**config.mk**
```make
export PLATFORM = sky130hd
export DESIGN_NAME = flt2int
export DESIGN_NICKNAME = d
export VERILOG_FILES = /design/src/rtl/flt2int_pkg.sv /design/src/rtl/flt2int_classify.sv /design/src/rtl/flt2int.sv
export SDC_FILE = /design/constraint.sdc
export NUM_CORES = 1
export LEC_CHECK = 0
export CORE_AREA = 3 3 106 108
export DETAILED_ROUTE_END_ITERATION = 10
export DIE_AREA = 0 0 109 111
export GPL_TIMING_DRIVEN = 1
export PLACE_DENSITY = 0.58
export SYNTH_ARGS = -nofsm -noshare
export SYNTH_HDL_FRONTEND = slang
export SYNTH_SLANG_ARGS = --single-unit
```
**constraint.sdc**
```tcl
create_clock -name clk -period 2.8 [get_ports clk]
set_input_delay 0.56 -clock clk [delete_from_list [all_inputs] [get_ports clk]]
set_output_delay 0.56 -clock clk [all_outputs]
set_load 0.1 [all_outputs]
```
**src/rtl/flt2int_pkg.sv**
```systemverilog
// Shared types and constants for the half-float to integer converter.
package flt2int_pkg;

  localparam int BIAS   = 15;
  localparam int EXP_W  = 5;
  localparam int MANT_W = 10;
  localparam int MAG_W  = 15;

  localparam logic [EXP_W-1:0] EXP_SAT   = 5'd30;
  localparam logic [EXP_W-1:0] EXP_UNITY = 5'(BIAS + MANT_W);
  localparam logic [EXP_W-1:0] EXP_HALF  = 5'd14;

  typedef enum logic [2:0] {
    IDLE,
    LOAD,
    SHIFT,
    ROUND,
    DONE
  } state_t;

  typedef enum logic [1:0] {
    K_ZERO,
    K_SAT,
    K_SHIFT,
    K_ROUND
  } kind_t;

  typedef struct packed {
    logic              sgn;
    logic [EXP_W-1:0]  exp;
    logic [MANT_W-1:0] mant;
  } half_t;

endpackage

```
**src/rtl/flt2int_classify.sv**
```systemverilog
// Maps a biased exponent to the conversion path, shift direction
// and shift distance.
module flt2int_classify
  import flt2int_pkg::*;
(
  input  logic [EXP_W-1:0] exp_in,
  output kind_t            kind,
  output logic             dir_left,
  output logic [3:0]       count
);

  always_comb begin
    kind     = K_ZERO;
    dir_left = 1'b0;
    count    = 4'd0;
    unique case (1'b1)
      (exp_in < EXP_HALF): begin
        kind = K_ZERO;
      end
      (exp_in >= EXP_SAT): begin
        kind = K_SAT;
      end
      (exp_in >= EXP_HALF && exp_in < EXP_UNITY): begin
        kind  = K_SHIFT;
        count = 4'(EXP_UNITY - exp_in);
      end
      (exp_in == EXP_UNITY): begin
        kind = K_ROUND;
      end
      (exp_in > EXP_UNITY && exp_in < EXP_SAT): begin
        kind     = K_SHIFT;
        dir_left = 1'b1;
        count    = 4'(exp_in - EXP_UNITY);
      end
      default: begin
        kind = K_ZERO;
      end
    endcase
  end

endmodule

```
**src/rtl/flt2int.sv**
```systemverilog
// Serial half-float to sign-magnitude integer converter,
// one shift per clock, round-to-nearest-even.
module flt2int
  import flt2int_pkg::*;
(
  input  logic        clk,
  input  logic        reset,
  input  logic        start,
  input  logic [15:0] flt_in,
  output logic        done,
  output logic        busy,
  output logic [15:0] int_out
);

  state_t       r_state;
  state_t       w_next;
  half_t        r_op;
  logic [14:0]  r_w;
  logic [3:0]   r_cnt;
  logic         r_dir;
  logic         r_guard;
  logic         r_sticky;
  logic [15:0]  r_out;

  kind_t        w_kind;
  logic         w_dir;
  logic [3:0]   w_cnt;
  logic         w_inc;

  flt2int_classify u_classify (
    .exp_in   (r_op.exp),
    .kind     (w_kind),
    .dir_left (w_dir),
    .count    (w_cnt)
  );

  assign w_inc   = r_guard & (r_sticky | r_w[0]);
  assign done    = (r_state == DONE);
  assign busy    = (r_state == LOAD) ||
                   (r_state == SHIFT) ||
                   (r_state == ROUND);
  assign int_out = r_out;

  always_ff @(posedge clk) begin
    if (reset) r_state <= IDLE;
    else       r_state <= w_next;
  end

  always_comb begin
    w_next = r_state;
    unique case (r_state)
      IDLE, DONE: begin
        if (start) w_next = LOAD;
      end
      LOAD: begin
        unique case (w_kind)
          K_ZERO, K_SAT: w_next = DONE;
          K_ROUND:       w_next = ROUND;
          K_SHIFT:       w_next = SHIFT;
          default:       w_next = DONE;
        endcase
      end
      SHIFT: begin
        if (r_cnt == 4'd1) w_next = ROUND;
      end
      ROUND: begin
        w_next = DONE;
      end
      default: begin
        w_next = IDLE;
      end
    endcase
  end

  always_ff @(posedge clk) begin
    if (reset) begin
      r_op     <= '0;
      r_w      <= '0;
      r_cnt    <= '0;
      r_dir    <= 1'b0;
      r_guard  <= 1'b0;
      r_sticky <= 1'b0;
      r_out    <= '0;
    end else begin
      unique case (r_state)
        IDLE, DONE: begin
          if (start) r_op <= flt_in;
        end
        LOAD: begin
          r_guard  <= 1'b0;
          r_sticky <= 1'b0;
          r_dir    <= w_dir;
          r_cnt    <= w_cnt;
          unique case (w_kind)
            K_ZERO:  r_out <= {r_op.sgn, 15'h0000};
            K_SAT:   r_out <= {r_op.sgn, 15'h7FFF};
            default: r_w   <= {4'b0000, 1'b1, r_op.mant};
          endcase
        end
        SHIFT: begin
          r_cnt <= r_cnt - 4'd1;
          if (r_dir) begin
            r_w <= r_w << 1;
          end else begin
            // Bits older than the guard fold into sticky.
            r_sticky <= r_sticky | r_guard;
            r_guard  <= r_w[0];
            r_w      <= r_w >> 1;
          end
        end
        ROUND: begin
          r_out <= {r_op.sgn, r_w + {14'd0, w_inc}};
        end
        default: begin
          r_out <= r_out;
        end
      endcase
    end
  end

endmodule

```
After elaboration in Yosys (flattened, before gate mapping) --
Cells that the tools add are included.
Storage, ports and cells: output and inout port bits 18, flip-flop bits (word level) 57, word-level logic and storage cells 69
Cells by class: bitwise gates (word level) 3, muxes and demuxes 17, equal/unequal tests 14, $add $sub $neg 4, magnitude comparators 5, reduce and logical (&&, ||, !) cells 16
Operator list (number):
- $pmux W16 S2 | 2
- $mux W15 | 2
- $pmux W15 S2 | 1
- $pmux W4 S2 | 2
- $add A15 B1 Y15 | 1
- $pmux W3 S4 | 1
- $lt A5 B5 Y1 const B | 2
- $reduce_and A2 Y1 | 5
- $pmux W3 S3 | 1
- $eq A3 B2 Y1 const B | 2
- $mux W3 | 2
- $ne A2 B2 Y1 const B | 3
- $pmux W2 S3 | 1
- $reduce_or A2 Y1 | 3
- $eq A5 B5 Y1 const B | 1
- $ge A5 B4 Y1 const B | 1
- $ge A5 B5 Y1 const B | 1
- $gt A5 B5 Y1 const B | 1
- $eq A2 B2 Y1 const B | 2
- $eq A4 B1 Y1 const B | 1
- $pmux W1 S2 | 2
- $reduce_bool A2 Y1 | 2
- $sub A4 B1 Y4 const B | 1
- $sub A4 B4 Y4 const A | 1
- 13 further kinds | 18

Depth between registers and ports, before layout --
depth in word-level cells 8, mapped depth 8, depth with buffers taken out 8

By module --
A second synthesis with hierarchy kept.
Unflattened totals: cell total of the unflattened synthesis 358, area, all modules 2950.3 sq um
Modules (own cells, without submodules):
- flt2int | cells each 330, times used 1, area each 2750.1 sq um, seq. area each 1141.1 sq um
- flt2int_classify | cells each 28, times used 1, area each 200.2 sq um, seq. area each 0.0 sq um

Worst setup path before layout --
Ideal clock, no wire load.
path kind reg-to-output, from register r_state[1], to output port busy, path slack 0.308 ns, buffers on the path 1, cell stages (with the launch flop) 4, data arrival time 1.932 ns, cell sequence dfxtp_1 > clkbuf_1 > nor2_1 > nor2_1
Between the ends: cells in the longest elaborated chain, start to end 3
RTL lines:
- from (decl) | RTL line flt2int.sv:15 | state_t r_state;
- from (signal assigned) | RTL line flt2int.sv:46 | else r_state <= w_next;
- $eq A3 B1 Y1 or $eq A3 B2 Y1 (tied branches) | RTL line flt2int.sv:39, flt2int.sv:40
- $logic_or A1 B1 Y1 | RTL line flt2int.sv:39 | assign busy = (r_state == LOAD) ||
- $logic_or A1 B1 Y1 * | RTL line flt2int.sv:40 | (r_state == SHIFT) ||
- to (decl) | RTL line flt2int.sv:11 | output logic busy,
Every way passes the cells marked *; elsewhere a longest branch is shown, timed or not.

Final worst setup path --
from register r_op[11] (netlist name), to register r_out[13] (netlist: int_out[13])
Between the ends: cells in the longest elaborated chain, start to end 7
RTL lines:
- from (decl) | RTL line flt2int.sv:17 | half_t r_op;
- from (signal assigned) | RTL line flt2int.sv:87 | if (start) r_op <= flt_in;
- $gt A5 B5 Y1, or another cell as far along | RTL line flt2int_classify.sv:30 | (exp_in > EXP_UNITY && exp_in < EXP_SAT): begin
- $logic_and A1 B1 Y1 (on tied branches) | RTL line flt2int_classify.sv:30, flt2int_classify.sv:23
- $reduce_or A2 Y1 (no source line)
- $pmux W2 S3 * | RTL line flt2int_classify.sv:16 | unique case (1'b1)
- $eq A2 B1 Y1 or $logic_not A2 Y1 (tied branches) | RTL line flt2int.sv:94 | unique case (w_kind)
- $pmux W16 S2 or $ne A3 B1 Y1 (tied branches)
- $pmux W16 S2 or $reduce_and A2 Y1 (tied branches)
- to (signal assigned) | RTL line flt2int.sv:95 | K_ZERO: r_out <= {r_op.sgn, 15'h0000};
- to (signal assigned) | RTL line flt2int.sv:96 | K_SAT: r_out <= {r_op.sgn, 15'h7FFF};
- to (signal assigned) | RTL line flt2int.sv:112 | r_out <= {r_op.sgn, r_w + {14'd0, w_inc}};
- to (decl) | RTL line flt2int.sv:23 | logic [15:0] r_out;
Every way passes the cells marked *; elsewhere a longest branch is shown, timed or not. The select of a mux whose other input is x is not followed. A chain may end at the register's enable or synchronous reset.

==> impl_metrics.prom <==
# TYPE chip_impl_metric gauge
chip_impl_metric{name="antenna_found_initial",unit=""} 0
chip_impl_metric{name="swShare",unit="%"} 30.2
chip_impl_metric{name="yosys.area.top_type_share",unit="%"} 38.4
chip_impl_metric{name="initial_core_util",unit="%"} 28.7
chip_impl_info{name="clk_root_buffer_cell",value="clkbuf_8"} 1
chip_impl_metric{name="ctsLongestPathBuffers",unit=""} 2
chip_impl_metric{name="worstSkewPairLatency",unit="ns"} 0.34
chip_impl_metric{name="grt_use_met1",unit="%"} 17.4
chip_impl_metric{name="cap_violations",unit=""} 0
chip_impl_metric{name="cts-buffers-inserted",unit=""} 9
chip_impl_metric{name="die_span_y",unit="µm"} 111
chip_impl_metric{name="die_area",unit="µm²"} 12100
chip_impl_metric{name="cts_setup_buffers",unit=""} 0
chip_impl_metric{name="io_pins",unit=""} 37
chip_impl_metric{name="final_layout_size_suffix_gt1_share",unit="%"} 16.5
chip_impl_metric{name="number_of_drc_markers_in_iteration_0",unit=""} 125
chip_impl_metric{name="cts.sink_count",unit=""} 57
chip_impl_metric{name="post-dp-hpwl",unit="µm"} 5070
chip_impl_info{name="rsz0062_at_grt",value="no"} 1
chip_impl_info{name="type_of_the_setup_path_with_the_least_slack",value="flop to flop"} 1
chip_impl_metric{name="postCtsHoldBufs",unit=""} 0
chip_impl_metric{name="clk_pwr_share",unit="%"} 42.5
chip_impl_metric{name="insertedDiodeCount",unit=""} 0
chip_impl_metric{name="via_count",unit=""} 2598
chip_impl_metric{name="clk_pin_slew",unit="ns"} 0.07
chip_impl_metric{name="fin_hold_ws",unit="ns"} 0.457
chip_impl_metric{name="switchingPower",unit="mW"} 0.725
chip_impl_metric{name="synth.avg_cell_area",unit="µm²"} 8.06
chip_impl_metric{name="drc_errors",unit=""} 0
chip_impl_metric{name="worst-endpoint-required",unit="ns"} 3.05
chip_impl_metric{name="grtUsageMet2",unit="%"} 17.4
chip_impl_metric{name="final_min_period_over_clock_period",unit="%"} 87.9
chip_impl_metric{name="power",unit="mW"} 2.40
chip_impl_metric{name="ys_types",unit=""} 46
chip_impl_metric{name="via_per_instance_ratio",unit=""} 4.78
chip_impl_metric{name="coreArea",unit="µm²"} 10300
chip_impl_metric{name="fin_tns_setup",unit="ns"} 0
chip_impl_metric{name="postSynth.asyncResetShare",unit="%"} 0
chip_impl_metric{name="postLayoutSetupSlackWorst",unit="ns"} 0.338
chip_impl_metric{name="timing.final.hold_violations",unit=""} 0
chip_impl_info{name="critical_path.startpoint_type",value="flop"} 1
chip_impl_metric{name="first_pass_iters",unit=""} 5
chip_impl_metric{name="worst-slew-pin-transition",unit="ns"} 0.880
chip_impl_metric{name="postSynthCellCount",unit=""} 368
chip_impl_metric{name="global_route.usage.met3",unit="%"} 3.67
chip_impl_metric{name="finalNetCount",unit=""} 431
chip_impl_metric{name="p_int",unit="mW"} 1.68
chip_impl_metric{name="vdd.ir_drop.worst",unit="µV"} 294
chip_impl_info{name="top_area_cells_in_the_synthesized_netlist",value="dfxtp_1, nand2_1, a21oi_1"} 1
chip_impl_metric{name="pd_cells",unit="nW/µm²"} 649
chip_impl_info{name="run_status",value="finished clean"} 1
chip_impl_metric{name="grt_start_max_net_pins",unit=""} 30
chip_impl_metric{name="seqPwrFrac",unit="%"} 37.5
chip_impl_info{name="synth_largest_area_cell",value="dfxtp_1"} 1
chip_impl_metric{name="max_freq",unit="MHz"} 406
chip_impl_metric{name="grtUsageTotal",unit="%"} 12.2
chip_impl_metric{name="worst-path-max-fanout",unit=""} 14
chip_impl_metric{name="grt_remaining_overflow",unit=""} 0
chip_impl_info{name="worst_hold_path_type",value="flop to flop"} 1
chip_impl_metric{name="report.final.slew_viol_count",unit=""} 0
chip_impl_metric{name="rows",unit=""} 37
chip_impl_metric{name="place_ws",unit="ns"} 0.353
chip_impl_metric{name="pwr-share-comb",unit="%"} 20.0
chip_impl_metric{name="wl_per_cell",unit="µm"} 12.9
chip_impl_metric{name="ant_nets",unit=""} 0
chip_impl_metric{name="place_congestion",unit=""} 0.782
chip_impl_info{name="critical_path.endpoint_type",value="flop"} 1
chip_impl_metric{name="synth_seq_cells",unit=""} 57
chip_impl_metric{name="cp.arrival",unit="ns"} 2.71
chip_impl_metric{name="die_span_x",unit="µm"} 109
chip_impl_metric{name="finalWorstPathRequiredPeriod",unit="ns"} 2.46
chip_impl_metric{name="p_leak",unit="nW"} 1.27
chip_impl_metric{name="synth-warning-count",unit=""} 0
chip_impl_metric{name="grt_pass1_wl",unit="µm"} 12000
chip_impl_metric{name="synth_seq_area_share",unit="%"} 38.4
chip_impl_metric{name="port-buffer-count",unit=""} 36
chip_impl_metric{name="syn-cell-area",unit="µm²"} 2970
chip_impl_metric{name="count_of_flip_flops_with_a_built_in_enable_after_synthesis",unit=""} 0
chip_impl_metric{name="gates_resized_cts_repair",unit=""} 0
chip_impl_metric{name="synthesis.nets",unit=""} 397
chip_impl_metric{name="setup_viol",unit=""} 0
chip_impl_metric{name="final.setup_skew",unit="ns"} 0.00692
chip_impl_metric{name="cts_htree_levels",unit=""} 3
chip_impl_metric{name="wirelength",unit="µm"} 6990
chip_impl_info{name="tritoncts",value="yes"} 1
chip_impl_info{name="yosys_most_used_dff",value="dfxtp_1"} 1
chip_impl_metric{name="first_global_vias",unit=""} 2452
chip_impl_metric{name="slew_headroom",unit="%"} 41.3
chip_impl_info{name="grt_most_used_layer",value="met1"} 1
chip_impl_metric{name="area_delta_synth_final",unit="%"} 24.6
-- through the flow --
step / std cells / util, % / instance area, µm²
floorplan: 368 / - / 2970
global placement: 527 / 33.2 / 3430
detailed placement: 527 / 33.2 / 3430
CTS: 543 / 35.8 / 3700
global route: 543 / 35.8 / 3700
finish: 543 / 35.8 / 3700
-- path summary, 6_finish.rpt --
check,endpoint,cells after the start,slack [ns],from
worst max register to register,int_out[13]$_SDFFE_PP0P_,8,0.34,r_op[11]$_SDFFE_PP0P_
worst min-delay path,r_op[4]$_SDFFE_PP0P_,2,0.46,r_op[4]$_SDFFE_PP0P_
worst max-delay path,int_out[13]$_SDFFE_PP0P_,8,0.34,r_op[11]$_SDFFE_PP0P_
worst min register to register,r_op[4]$_SDFFE_PP0P_,2,0.46,r_op[4]$_SDFFE_PP0P_
-- cells by family after synthesis --
logic type,after synthesis,synth area share [%]
and+or+nand+nor,151,22.7
adders and majority gates,10,4.22
buffers and inverters,34,4.64
xor gates and xnor gates,14,4.13
muxes,12,4.05
DFF,57,38.4
AOI/OAI and AO/OA,90,21.8
-- layout by cell type, fill, tap and decap left out, types with 8 or more instances in the layout --
cell type / Yosys / final
a211oi_2: 10 / 10
a21oi_1: 40 / 40
buf_4: 0 / 28
clkbuf_8: 0 / 9
clkdlybuf4s50_1: 0 / 17
dfxtp_1: 57 / 57
ha_1: 10 / 10
inv_1: 11 / 11
mux2i_1: 12 / 12
nand2_1: 70 / 70
nand3_1: 9 / 9
nor2_1: 36 / 36
o211ai_1: 10 / 10
xor2_1: 8 / 8
-- layout make-up --
cell class / instances / area [µm²]
clock inverters: 7 / 143
well taps: 136 / 170
flip-flops and latches: 57 / 1140
inverters: 11 / 41.3
repair buffers: 46 / 385
multi-input cells: 277 / 1690
fillers: 1092 / 6630
clock buffers: 9 / 124
-- critical path, cell delays in order (launching register included) --
cell and delay, ns:
dfxtp_1 0.40, inv_1 0.11, ha_1 0.23, a21boi_0 0.37, nor4_1 0.10, buf_4 0.16
o31ai_1 0.45, nor2_2 0.29, a211oi_1 0.27
-- state kept, by name, summed over array words and instances (netlist names) --
name and count:
r_cnt 4, r_dir 1, int_out 16, r_sticky 1, r_guard 1, r_w 15
r_state 3, r_op 16
-- routing by layer --
metal	wire length (µm)	vias up
met5	0	-
met4	82	0
met3	447	9
met2	2930	70
met1	3530	1175
li1	-	1344
-- Yosys cell counts (2+ instances only) --
cell      number
buf_2          2
dfxtp_1       57
or2_2          2
o21bai_1       2
inv_1         11
nor2b_1        3
and2_1         4
mux2i_1       12
xor2_1         8
nand2_1       70
a211oi_2      10
nor3b_1        2
ha_1          10
nor2_1        36
a31oi_1        3
a221oi_1       2
nor3_1         7
nand4_1        3
xnor2_1        6
or3b_2         2
o21ai_0        5
clkbuf_1      19
nand2b_1       3
nand3_1        9
a21oi_1       40
a211oi_1       7
o211ai_1      10
nor4_1         5
-- power groups by stage --
stage                     Sequential (mW)  Combinational (mW)  Clock (mW)
after floorplan                      1.09               0.196           0
after global placement              0.919               0.480           0
after detailed placement            0.920               0.482           0
after CTS                           0.902               0.484        1.05
after global routing                0.909               0.516        1.09
final                               0.901               0.479        1.02
No activity file was read; power rests on OpenSTA's default activity.
